--- config.mk ---
export PLATFORM = sky130hd
export DESIGN_NAME = bitrev_seq
export DESIGN_NICKNAME = d
export VERILOG_FILES = /design/src/rtl/bitrev_pkg.sv /design/src/rtl/bitrev_shift_dp.sv /design/src/rtl/bitrev_seq.sv
export SDC_FILE = /design/constraint.sdc
export NUM_CORES = 1
export LEC_CHECK = 0
export CAP_MARGIN = 15
export CORE_MARGIN = 2
export CORE_UTILIZATION = 50
export CTS_CLUSTER_DIAMETER = 60
export CTS_CLUSTER_SIZE = 28
export DETAILED_ROUTE_END_ITERATION = 8
export DONT_BUFFER_PORTS = 1
export SKIP_LAST_GASP = 1
export SLEW_MARGIN = 20
export SYNTH_ARGS = -nofsm -noshare
export SYNTH_HDL_FRONTEND = slang
export SYNTH_SLANG_ARGS = --single-unit
export TNS_END_PERCENT = 30
--- constraint.sdc ---
create_clock -name clk -period 2.5 [get_ports clk]
set_input_delay 0 -clock clk [delete_from_list [all_inputs] [get_ports clk]]
set_output_delay 0 -clock clk [all_outputs]
set_load 0.01 [all_outputs]
--- src/rtl/bitrev_pkg.sv ---
// Shared types and constants for the bit-serial bit-reversal sequencer.
package bitrev_pkg;

  // Sequencer states: waiting for a word, shifting it bit by bit, presenting it.
  typedef enum logic [1:0] {
    IDLE  = 2'd0,
    SHIFT = 2'd1,
    HOLD  = 2'd2
  } state_e;

  // Word mode, sampled only on the accept edge.
  localparam logic MODE_REV  = 1'b0;
  localparam logic MODE_PASS = 1'b1;

endpackage

--- src/rtl/bitrev_shift_dp.sv ---
// Source/destination shift-register pair. src drains LSB-first into the
// bottom of dst, so after WIDTH shifts dst holds the bit-reversed word.
module bitrev_shift_dp #(
  parameter int WIDTH = 8
) (
  input  logic             clk,
  input  logic             rst,
  input  logic             clear_i,
  input  logic             load_i,
  input  logic             pass_i,
  input  logic             shift_i,
  input  logic [WIDTH-1:0] data_i,
  output logic [WIDTH-1:0] dst_o
);

  logic [WIDTH-1:0] src_q, src_d;
  logic [WIDTH-1:0] dst_q, dst_d;

  // Register the pair; reset clears both asynchronously.
  always_ff @(posedge clk or posedge rst) begin
    if (rst) begin
      src_q <= '0;
      dst_q <= '0;
    end else begin
      src_q <= src_d;
      dst_q <= dst_d;
    end
  end

  // Clear beats load beats shift; a pass-load puts the word straight into dst.
  always_comb begin
    src_d = src_q;
    dst_d = dst_q;
    if (clear_i) begin
      dst_d = '0;
    end else if (load_i) begin
      src_d = data_i;
      dst_d = pass_i ? data_i : '0;
    end else if (shift_i) begin
      dst_d = {dst_q[WIDTH-2:0], src_q[0]};
      src_d = src_q >> 1;
    end
  end

  assign dst_o = dst_q;

endmodule

--- src/rtl/bitrev_seq.sv ---
// Bit-reversal sequencer: valid/ready in, one bit per cycle through the
// shift pair, valid/ready out, plus a saturating count of delivered words.
module bitrev_seq
  import bitrev_pkg::*;
#(
  parameter int WIDTH = 8,
  parameter int CNT_W = 16
) (
  input  logic             clk,
  input  logic             rst,
  input  logic             flush,
  input  logic             in_valid,
  output logic             in_ready,
  input  logic [WIDTH-1:0] in_data,
  input  logic             in_mode,
  output logic             out_valid,
  input  logic             out_ready,
  output logic [WIDTH-1:0] out_data,
  output logic             busy,
  output logic [CNT_W-1:0] done_cnt
);

  localparam int              CW       = $clog2(WIDTH);
  localparam logic [CW-1:0]   LAST_BIT = CW'(WIDTH - 1);
  localparam logic [CNT_W-1:0] DONE_MAX = '1;

  state_e           state_q, state_d;
  logic [CW-1:0]    cnt_q, cnt_d;
  logic [CNT_W-1:0] done_q, done_d;
  logic             accept;
  logic             deliver;
  logic             shift_en;
  logic             load_pass;

  // A finished word can be swapped for a new one on the edge it is consumed.
  assign in_ready  = (state_q == IDLE) || ((state_q == HOLD) && out_ready);
  assign out_valid = (state_q == HOLD);
  assign busy      = (state_q != IDLE);
  assign accept    = in_valid && in_ready && !flush;
  assign deliver   = out_valid && out_ready;
  assign load_pass = (in_mode == MODE_PASS);
  assign done_cnt  = done_q;

  // State, bit counter and delivered-word counter.
  always_ff @(posedge clk or posedge rst) begin
    if (rst) begin
      state_q <= IDLE;
      cnt_q   <= '0;
      done_q  <= '0;
    end else begin
      state_q <= state_d;
      cnt_q   <= cnt_d;
      done_q  <= done_d;
    end
  end

  // Next state: flush wins; otherwise accept, shift, or drain to IDLE.
  always_comb begin
    state_d  = state_q;
    cnt_d    = cnt_q;
    shift_en = 1'b0;
    if (flush) begin
      state_d = IDLE;
    end else begin
      case (state_q)
        IDLE, HOLD: begin
          if (accept) begin
            cnt_d   = '0;
            state_d = load_pass ? HOLD : SHIFT;
          end else if (deliver) begin
            state_d = IDLE;
          end
        end
        SHIFT: begin
          shift_en = 1'b1;
          cnt_d    = cnt_q + 1'b1;
          if (cnt_q == LAST_BIT) begin
            state_d = HOLD;
          end
        end
        default: state_d = IDLE;
      endcase
    end
  end

  // A word handed over on a flush edge still counts: the consumer saw it.
  always_comb begin
    done_d = done_q;
    if (deliver && (done_q != DONE_MAX)) begin
      done_d = done_q + 1'b1;
    end
  end

  bitrev_shift_dp #(
    .WIDTH(WIDTH)
  ) u_dp (
    .clk     (clk),
    .rst     (rst),
    .clear_i (flush),
    .load_i  (accept),
    .pass_i  (load_pass),
    .shift_i (shift_en),
    .data_i  (in_data),
    .dst_o   (out_data)
  );

endmodule
==> results by group, run 1 <==
Outcome
  • Status: finished, final reports clean

Synth
  • Synth unique cells: 40
  • Dominant synthesized flop cell: dfrtp_1
  • Cells after Synth: 167
  • Area leader, netlist: dfrtp_1
  • YS warnings: 0
  • Syn nets: 184
  • Syn avg cell area: 10.9 um^2
  • Top cell type's share of synthesized area: 0.507
  • #FFs+latches synth: 37
  • Synth area leaders: dfrtp_1 51%, a221o_1 4.4%, xor2_1 3.4%
  • Post-synth EDFFs: 0
  • Post-synthesis sequential area ratio: 0.507
  • Async set or reset register ratio after synthesis: 1.00
  • Synth Cell Area: 1830 um^2

Final layout
  • Proportion of layout cells with a drive suffix above 1: 0.109
  • Commonest non-fill, non-tap cell in the layout: dfrtp_1
  • Filler Cell Count: 304
  • Final Non-Filler Cells: 229
  • # diodes: 0
  • Synth-to-layout area growth: 13.0%
  • Fin nets: 199
  • Most frequent cells in the layout: 37 x dfrtp_1, 13 x nand2_1, 12 x dlygate4sd3_1
  • Footprint of the multi-input gates: 848 um^2
  • Final core utilization: 0.604
  • Flip-flop and latch area: 926 um^2

Route
  • Drt wl/cell: 16.3 um
  • Antenna Nets Post-Route: 0
  • Vias/cell: 6.07
  • Total number of vias: 1391
  • Detailed Route WL: 3730 um
  • Drt first pass iters: 5
  • DRC Markers: 0
  • DRT iter0 DRCs: 76

Power
  • Pwr Total: 0.00127 W
  • LEAKAGE: 1.02 nW
  • VDD IR max: 0.379 mV
  • Power per cell area: 618 nW/um^2

Floorplanning
  • IO Pins: 41
  • Starting Density: 0.534
  • Chip width: 64.4 um
  • Die Y: 64.4 um
  • CORE AREA: 3420 um^2
  • DIE AREA: 4150 um^2
  • Row count: 21

Min path
  • WHS Endpoint: state_q[0]$_DFFE_PP0P_
  • Hold Path Depth: 4
  • Hold wc startpoint: flush
  • Class of the worst hold path: in -> reg

Clocking
  • # resized after CTS: 0
  • Clk_lat worst skew: 340 ps
  • CTS Buf Count: 5
  • H-Tree Level Count: 2
  • Clk buf depth: 2
  • CTS sink cnt: 37
  • Clock-pin slew on the worst setup and hold paths: 110 ps
  • CTS tree: done
  • Root buf cell: clkbuf_4

Critical path
  • Critical path class: reg -> reg
  • Buf/Inv on CP: 0
  • Crit path max-delay cell type: dfrtp_1
  • Type of element launching the critical path: flop
  • CP Cell Sequence: nand4_1 -> nor4_4 -> a21oi_2 -> mux2_4
  • Worst-path fanout max: 7
  • Largest stage delay, worst path: 520 ps
  • Worst r2r path cells: 4
  • Worst R2R Setup Slack: 670 ps
  • Reg-to-reg startpoint: done_cnt[10]$_DFFE_PP0P_
  • Reg-to-reg endpoint: done_cnt[1]$_DFFE_PP0P_
  • Worst path top cell family by delay: simple AND/OR/NAND/NOR gates
  • CP Data Required Time: 2730 ps
  • Worst Path Arrival: 2060 ps
  • CP endpoint kind: flop

STA
  • Crit share post-route: 0.733
  • Slew Limit Fails: 0
  • RSZ-0062 raised after global routing: false
  • Final Setup Violations: 0
  • F_max: 546 MHz
  • Slew headroom: 0.611
  • Tightest Pin Transition: 582 ps
  • Setup TNS: 0 ps
  • Min Tclk post-route: 1830 ps
  • Skew final: 5.02 ps
  • Hold Vio Cnt, Final: 0

Place
  • Cells after DPL: 209
  • Post-DP HPWL: 2550 um
  • Final GP Congestion: 0.763
  • IO buf count: 0

Global routing
  • Vias in the first global route: 1350
  • First-pass GRT wire length: 6270 um
  • Pin count of the biggest net entering global routing: 38
  • Initial antenna violation count: 0
  • Global route total overflow: 0
  • Overall routing resource usage: 0.198

Run
  • Max Cap Viol: 0
[kinds of logic after synthesis]
logic type               after synthesis  share of synthesized area
AO/OA/AOI/OAI                         40                      0.160
XOR/XNOR                              10                     0.0480
adder cells (fa/ha/maj)                3                     0.0206
buffers and inverters                 12                     0.0281
flip-flops                            37                      0.507
multiplexers                           4                     0.0260
AND/OR/NAND/NOR                       61                      0.210
[worst register-to-register path: stages (launching register included)]
cell     delay (ps)
dfrtp_1         520
nand4_1         230
nor4_4          510
a21oi_2         150
mux2_4          320
[metal layers]
layer  vias to the layer above  track usage  wire (um)
met5                         -            0          0
met4                         0       0.0771         93
met3                        13       0.0712        239
met2                        55        0.346       1860
met1                       672        0.219       1540
li1                        651            -          -
[metrics by stage]
step | hold slack, ps | setup WS (ps) | area, um^2
after floorplan | 63.1 | 884 | 1830
after global placement | 24.0 | 758 | 1870
after detailed placement | 31.7 | 704 | 1870
after CTS | 33.1 | 680 | 2060
after global routing | 51.4 | 511 | 2060
final | 55.3 | 668 | 2060
[Yosys cell counts (2+ instances only)]
cell type / n
mux2_2: 2
xnor2_1: 3
inv_1: 5
a221o_1: 8
xor2_1: 7
buf_2: 5
and3b_1: 2
nor2_1: 6
and3_1: 9
and2_1: 2
o21ai_0: 7
nor2b_1: 3
a21oi_1: 7
a22o_1: 6
nand3b_1: 2
nor3_1: 2
ha_1: 3
nand4_1: 5
nor4_1: 3
nand2_1: 13
clkbuf_1: 2
nand3_1: 5
dfrtp_1: 37
a21o_1: 6
o21bai_1: 2
[state kept, by name, summed over array words and instances, names as in the netlist]
signal / count
done_cnt: 16
cnt_q: 3
u_dp.src_q: 8
state_q: 2
u_dp.dst_o: 8
[final cells by class]
class                      count  share of cell area
inverter                       5             0.00910
tap                           46              0.0279
clock inverter                 1             0.00243
sequential                    37               0.449
multi-input combinational    118               0.411
clock buffer                   7              0.0315
timing repair buffer          15              0.0691
[repair_timing]
item / in CTS / in global routing
endpoints found under the hold margin: 55 / 0
hold buffers: 12 / 0
setup buffers: 0 / 0
[where the power goes]
part / internal, W / switching [W]
clock: 0.000163 / 0.000191
sequential: 0.000663 / 0.0000786
combinational: 0.0000907 / 0.0000874
total: 0.000917 / 0.000357
[how the worst max path moves through the flow]
stage	to	depth (start not counted)	startpoint	slack [ps]
5_1_grt	done_cnt[9]$_DFFE_PP0P_	4	state_q[0]$_DFFE_PP0P_	510
6_report	done_cnt[1]$_DFFE_PP0P_	4	done_cnt[10]$_DFFE_PP0P_	670
2_1_floorplan	done_cnt[1]$_DFFE_PP0P_	4	done_cnt[6]$_DFFE_PP0P_	880
4_1_cts	done_cnt[1]$_DFFE_PP0P_	4	done_cnt[6]$_DFFE_PP0P_	680
3_3_place_gp	done_cnt[1]$_DFFE_PP0P_	4	done_cnt[10]$_DFFE_PP0P_	760
3_5_place_dp	done_cnt[1]$_DFFE_PP0P_	4	done_cnt[7]$_DFFE_PP0P_	700
No activity file was read; power rests on OpenSTA's default activity.
==> run 2: changes to the inputs <==
--- a/config.mk
+++ b/config.mk
@@ -12,6 +12,7 @@
 export CTS_CLUSTER_SIZE = 28
 export DETAILED_ROUTE_END_ITERATION = 8
 export DONT_BUFFER_PORTS = 1
+export PLACE_DENSITY = 0.68
 export SKIP_LAST_GASP = 1
 export SLEW_MARGIN = 20
 export SYNTH_ARGS = -nofsm -noshare
==> constraint.sdc (replaced) <==
create_clock -name clk -period 1.6 [get_ports clk]
set_input_delay 0 -clock clk [delete_from_list [all_inputs] [get_ports clk]]
set_output_delay 0 -clock clk [all_outputs]
set_load 0.01 [all_outputs]
==> run 2 against run 1 <==
  * Register-to-register slack worse by 670 ps
  * Sequential power increased by 54%
  * Final area increased by 12%
  * Largest power group unchanged
  * The run now ends with negative setup slack left
==> results by group, run 2 (synthesis gave the netlist of run 1 again) <==
Clocking
  • Clock-pin slew on the worst setup and hold paths: 110 ps (about the same)
  • Clk_lat worst skew: 330 ps (about the same)
  • H-Tree Level Count: 2 (unchanged)
  • Clk buf depth: 2 (unchanged)
  • CTS tree: done
  • CTS sink cnt: 37 (unchanged)
  • CTS Buf Count: 5 (unchanged)
  • Root buf cell: clkbuf_4

Place
  • Final GP Congestion: 0.888 (+16%)
  • Post-DP HPWL: 2920 um (+15%)
  • IO buf count: 0 (unchanged)

STA
  • Hold Vio Cnt, Final: 0 (unchanged)
  • RSZ-0062 raised after global routing: true
  • Crit share post-route: 1.00 (+0.269)
  • Min Tclk post-route: 1600 ps (-230 ps)
  • Skew final: 9.71 ps (+4.69 ps)
  • Slew headroom: 0.535 (-0.0755)
  • Worst hold margin: 12.2 ps (-43.1 ps)
  • Setup TNS: -2.03 ps (-2.03 ps)
  • F_max: 624 MHz (+14%)
  • Tightest Pin Transition: 697 ps (+115 ps)
  • Slew Limit Fails: 0 (unchanged)
  • Final Setup Violations: 1 (+1)
  • Final Worst Setup Slack: -2.03 ps (-670 ps)

Outcome
  • Status: complete, but fails checks
  • Violated checks: negative setup slack

Global routing
  • Global route total overflow: 0 (unchanged)
  • Pin count of the biggest net entering global routing: 22 (-42%)
  • Vias in the first global route: 1481 (+9.7%)
  • Initial antenna violation count: 0 (unchanged)
  • First-pass GRT wire length: 6980 um (+11%)
  • Overall routing resource usage: 0.217 (+0.0195)

Final layout
  • Commonest non-fill, non-tap cell in the layout: dfrtp_1
  • Most frequent cells in the layout: 35 x dfrtp_1, 27 x buf_4, 12 x nand2_1, 12 x dlygate4sd3_1, 9 x and3_1
  • Synth-to-layout area growth: 27.0%
  • Proportion of layout cells with a drive suffix above 1: 0.260 (+0.150)
  • Filler Cell Count: 268 (-12%)
  • # diodes: 0 (unchanged)
  • Fin nets: 225 (+13%)
  • Max FFs per register: 16 (unchanged)

Power
  • VDD IR max: 0.851 mV (+120%)
  • Power per cell area: 884 nW/um^2 (+43%)
  • Pwr Total: 0.00205 W (+61%)
  • LEAKAGE: 1.15 nW (+13%)

Critical path
  • CP Data Required Time: 1880 ps (-850 ps)
  • Critical path class: reg -> reg
  • CP endpoint kind: flop
  • Worst Path Arrival: 1880 ps (-180 ps)
  • Type of element launching the critical path: flop
  • Worst-path fanout max: 10 (+3)

Route
  • DRT iter0 DRCs: 123 (+62%)
  • Detailed Route WL: 4180 um (+12%)
  • Total number of vias: 1480 (+6.4%)
  • DRC Markers: 0 (unchanged)
  • Antenna Nets Post-Route: 0 (unchanged)
  • Vias/cell: 5.83 (-4.1%)
  • Drt first pass iters: 4 (-1)
  • Drt wl/cell: 16.4 um (+0.97%)

Floorplanning
  • Starting Density: 0.534 (unchanged)
  • IO Pins: 41 (unchanged)
  • Row count: 21 (unchanged)
  • DIE AREA: 4150 um^2 (unchanged)
  • Chip width: 64.4 um (unchanged)
  • CORE AREA: 3420 um^2 (unchanged)
  • Die Y: 64.4 um (unchanged)

Run
  • Max Cap Viol: 0 (unchanged)

Min path
  • Class of the worst hold path: in -> reg
==> run 2: cell count changes in the layout (fill, tap and decap cells not counted), sizes merged <==
cell	delta
clkdlybuf4s15	+1
buf	+25
clkinv	-1
==> run 2: metrics by stage <==
stage	util	setup slack [ps]	instances	instance area [um^2]
floorplan	-	1.68	167	1840
global placement	0.610	88.7	233	2080
detailed placement	0.610	39.0	233	2080
CTS	0.661	16.1	252	2260
global route	0.679	-60.5	254	2320
finish	0.679	-2.03	254	2320
==> run 2: final timing paths <==
check	endpoint	start	slack [ps]	cells after the start
hold reg to reg	u_dp.src_q[2]$_DFFE_PP0P_	u_dp.src_q[2]$_DFFE_PP0P_	500	1
setup reg to reg	u_dp.dst_o[6]$_DFFE_PP0P_	state_q[0]$_DFFE_PP0P_	-2	5
min in group asynchronous	done_cnt[13]$_DFFE_PP0P_	rst	200	2
setup / recovery	u_dp.dst_o[6]$_DFFE_PP0P_	state_q[0]$_DFFE_PP0P_	-2	5
hold / removal	done_cnt[10]$_DFFE_PP0P_	out_ready	10	4
max in group asynchronous	u_dp.dst_o[7]$_DFFE_PP0P_	rst	840	3
==> run 2: cell type report <==
type                    instances  area [um^2]  area share
flip-flops and latches         37          928       0.400
multi-input cells             118          905       0.390
repair buffers                 41          354       0.153
well taps                      46         57.6      0.0248
clock buffers                   7         55.1      0.0237
inverters                       5         18.8     0.00809
==> run 2: worst max-delay path, stage by stage, from the launching register on <==
cell and delay (ps):
dfrtp_1 390, buf_4 170, nor4b_4 360, clkdlybuf4s15_2 360, and3_1 180, a221o_1 90
==> run 2: power breakdown <==
| group | total, W | internal (W) | switching (W) |
|---|---|---|---|
| Combinational | 0.000422 | 0.000217 | 0.000204 |
| Sequential | 0.00114 | 0.00104 | 0.0000947 |
| Clock | 0.000492 | 0.000208 | 0.000284 |
==> run 2: metal layers <==
metal | GRT usage | share of wire
met1 | 0.251 | 0.41
met2 | 0.388 | 0.53
met3 | 0.0799 | 0.054
met4 | 0.0426 | 0.0091
met5 | 0 | 0
==> run 2: what timing repair did <==
item | in CTS | in global routing
hold buffers | 12 | 0
gates resized for setup | 0 | 7
hold endpoints to repair | 34 | 0
setup endpoints to repair | 0 | 17
setup buffers | 0 | 1
==> run 3: changes to the inputs <==
--- a/config.mk
+++ b/config.mk
@@ -6,6 +6,7 @@
 export NUM_CORES = 1
 export LEC_CHECK = 0
 export CAP_MARGIN = 15
+export CORE_ASPECT_RATIO = 1.4
 export CORE_MARGIN = 2
 export CORE_UTILIZATION = 50
 export CTS_CLUSTER_DIAMETER = 60
==> run 3 against run 2 <==
  * The run now ends clean
  * Clock power increased by 36%
  * Routed wire length up 2.1%
  * Maximum frequency grew 3.2%
  * Cell count fell by 2.8%
  * Core utilization fell by 3.6 points
  * Critical path type unchanged
==> results by group, run 3 (synthesis gave the netlist of run 1 again) <==
Final layout
  • Synth-to-layout area growth: 26.0%
  • Max FFs per register: 16 (unchanged)
  • Fin nets: 222 (-1.3%)
  • Filler Cell Count: 298 (+11%)
  • Footprint of the multi-input gates: 882 um^2 (-2.5%)
  • Final Cell Area: 2300 um^2 (-0.81%)
  • Commonest non-fill, non-tap cell in the layout: dfrtp_1
  • Most frequent cells in the layout: 35 x dfrtp_1, 25 x buf_4, 12 x nand2_1, 12 x dlygate4sd3_1, 9 x and3_1
  • # diodes: 0 (unchanged)
  • Flip-flop and latch area: 928 um^2 (unchanged)
  • Proportion of layout cells with a drive suffix above 1: 0.239 (-0.0206)

Place
  • Post-DP HPWL: 2960 um (+1.3%)
  • Final GP Congestion: 0.769 (-13%)
  • Placed Area: 2060 um^2 (-0.96%)
  • IO buf count: 0 (unchanged)

Power
  • Sw power: 0.000625 W (+7.3%)
  • LEAKAGE: 1.15 nW (-0.73%)
  • Power per cell area: 965 nW/um^2 (+9.1%)
  • Sw frac: 0.282 (-0.00263)
  • Clock network power share: 0.302 (+0.062)
  • Comb power frac: 0.184 (-0.022)
  • Pint: 0.00159 W (+8.7%)
  • Flop pwr share: 0.515 (-0.039)
  • VDD IR max: 0.616 mV (-28%)

STA
  • Setup TNS: 0 ps (+2.03 ps)
  • Slew Limit Fails: 0 (unchanged)
  • F_max: 644 MHz (+3.2%)
  • Skew final: 8.68 ps (-1.03 ps)
  • Slew headroom: 0.579 (+0.0439)
  • Final Setup Violations: 0 (-1)
  • Tightest Pin Transition: 629 ps (-67.5 ps)
  • RSZ-0062 raised after global routing: true
  • Min Tclk post-route: 1550 ps (-49.0 ps)
  • Crit share post-route: 0.971 (-0.0306)
  • Hold Vio Cnt, Final: 0 (unchanged)
  • Worst hold margin: 18.0 ps (+5.79 ps)

Route
  • DRC Markers: 0 (unchanged)
  • Antenna Nets Post-Route: 0 (unchanged)
  • DRT iter0 DRCs: 34 (-72%)
  • Drt wl/cell: 17.3 um (+5.0%)
  • Total number of vias: 1468 (-0.81%)
  • Vias/cell: 5.94 (+2.0%)
  • Drt first pass iters: 4 (unchanged)
  • Detailed Route WL: 4260 um (+2.1%)

Floorplanning
  • Row count: 26 (+24%)
  • DIE AREA: 4160 um^2 (+0.16%)
  • IO Pins: 41 (unchanged)
  • Starting Density: 0.510 (-0.0243)
  • Die Y: 75.5 um (+17%)
  • CORE AREA: 3580 um^2 (+4.8%)
  • Chip width: 55.1 um (-15%)

Critical path
  • WP depth: 5 (unchanged)
  • Worst r2r path cells: 5 (unchanged)
  • Critical path class: reg -> reg
  • Worst path top cell family by delay: simple AND/OR/NAND/NOR gates
  • End of the critical path: u_dp.dst_o[5]$_DFFE_PP0P_
  • Worst R2R Setup Slack: 50 ps (+50 ps)
  • Worst Path Arrival: 1730 ps (-150 ps)
  • Reg-to-reg startpoint: state_q[1]$_DFFE_PP0P_
  • Type of element launching the critical path: flop
  • Crit path max-delay cell type: dfrtp_1
  • Critical path launch point: state_q[1]$_DFFE_PP0P_
  • CP Data Required Time: 1770 ps (-110 ps)
  • Largest stage delay, worst path: 400 ps (about the same)
  • Buf/Inv on CP: 1 (-1)
  • Reg-to-reg endpoint: u_dp.dst_o[5]$_DFFE_PP0P_
  • CP Cell Sequence: nor2b_1 -> nor4b_2 -> buf_4 -> and3_1 -> a221o_1
  • CP endpoint kind: flop
  • Worst-path fanout max: 21 (+11)

Clocking
  • CTS Buf Count: 5 (unchanged)
  • Clock-pin slew on the worst setup and hold paths: 70 ps (-40 ps)
  • Root buf cell: clkbuf_8
  • Clk_lat worst skew: 290 ps (-40 ps)
  • H-Tree Level Count: 2 (unchanged)
  • CTS sink cnt: 37 (unchanged)
  • CTS tree: done
  • Clk buf depth: 2 (unchanged)

Global routing
  • Initial antenna violation count: 0 (unchanged)
  • Overall routing resource usage: 0.215 (-0.00191)
  • Pin count of the biggest net entering global routing: 38 (+73%)
  • First-pass GRT wire length: 6270 um (-10%)
  • Vias in the first global route: 1413 (-4.6%)
  • Global route total overflow: 0 (unchanged)

Min path
  • Class of the worst hold path: in -> reg

Outcome
  • Status: finished, final reports clean

Run
  • Max Cap Viol: 0 (unchanged)
==> run 3: power by group through the flow <==
stage	clock [W]	combinational [W]	sequential, W
2_1_floorplan	0	0.000231	0.00116
3_3_place_gp	0	0.000365	0.00115
3_5_place_dp	0	0.000384	0.00116
4_1_cts	0.000684	0.000411	0.00114
5_1_grt	0.000721	0.000441	0.00115
6_report	0.000670	0.000408	0.00114
==> run 3: per-layer routing <==
layer / global-route usage / vias up / share of wire
met3: 0.0569 / 8 / 0.061
met5: 0 / - / 0
li1: - / 691 / -
met4: 0.106 / 0 / 0.020
met2: 0.406 / 54 / 0.54
met1: 0.206 / 715 / 0.38
==> run 3: stage by stage <==
| step | instances | total power [W] | worst slack, ps | util |
|---|---|---|---|---|
| floorplan | 167 | 0.00139 | 1.68 | - |
| global placement | 227 | 0.00151 | 39.6 | 0.577 |
| detailed placement | 227 | 0.00154 | 22.0 | 0.577 |
| CTS | 246 | 0.00223 | 0.259 | 0.635 |
| global route | 247 | 0.00232 | -50.1 | 0.643 |
| finish | 247 | 0.00222 | 47.0 | 0.643 |
==> run 3: how the worst min path moves through the flow <==
stage	start	end	cells after the start
after floorplan	flush	state_q[1]$_DFFE_PP0P_	1
after global placement	rst	done_cnt[10]$_DFFE_PP0P_	2
after detailed placement	rst	done_cnt[11]$_DFFE_PP0P_	2
after CTS	flush	state_q[0]$_DFFE_PP0P_	3
after global routing	flush	state_q[0]$_DFFE_PP0P_	3
final	flush	state_q[0]$_DFFE_PP0P_	3
==> run 3: what timing repair did <==
action,in CTS,in global routing
setup buffers,0,1
hold buffers,12,0
endpoints found under the setup margin,0,13
endpoints found under the hold margin,55,0
resized for setup,0,3
==> run 3: area by class of cell <==
class	count	share of cell area
inverter	5	0.00816
tap	42	0.0229
multi-input combinational	118	0.384
clock inverter	1	0.00326
clock buffer	6	0.0359
sequential	37	0.404
timing repair buffer	38	0.143
==> run 3: worst min-delay path, delay by kind of cell <==
kind	cells	cell delay, ps
compound gates	1	90
simple gates	2	160
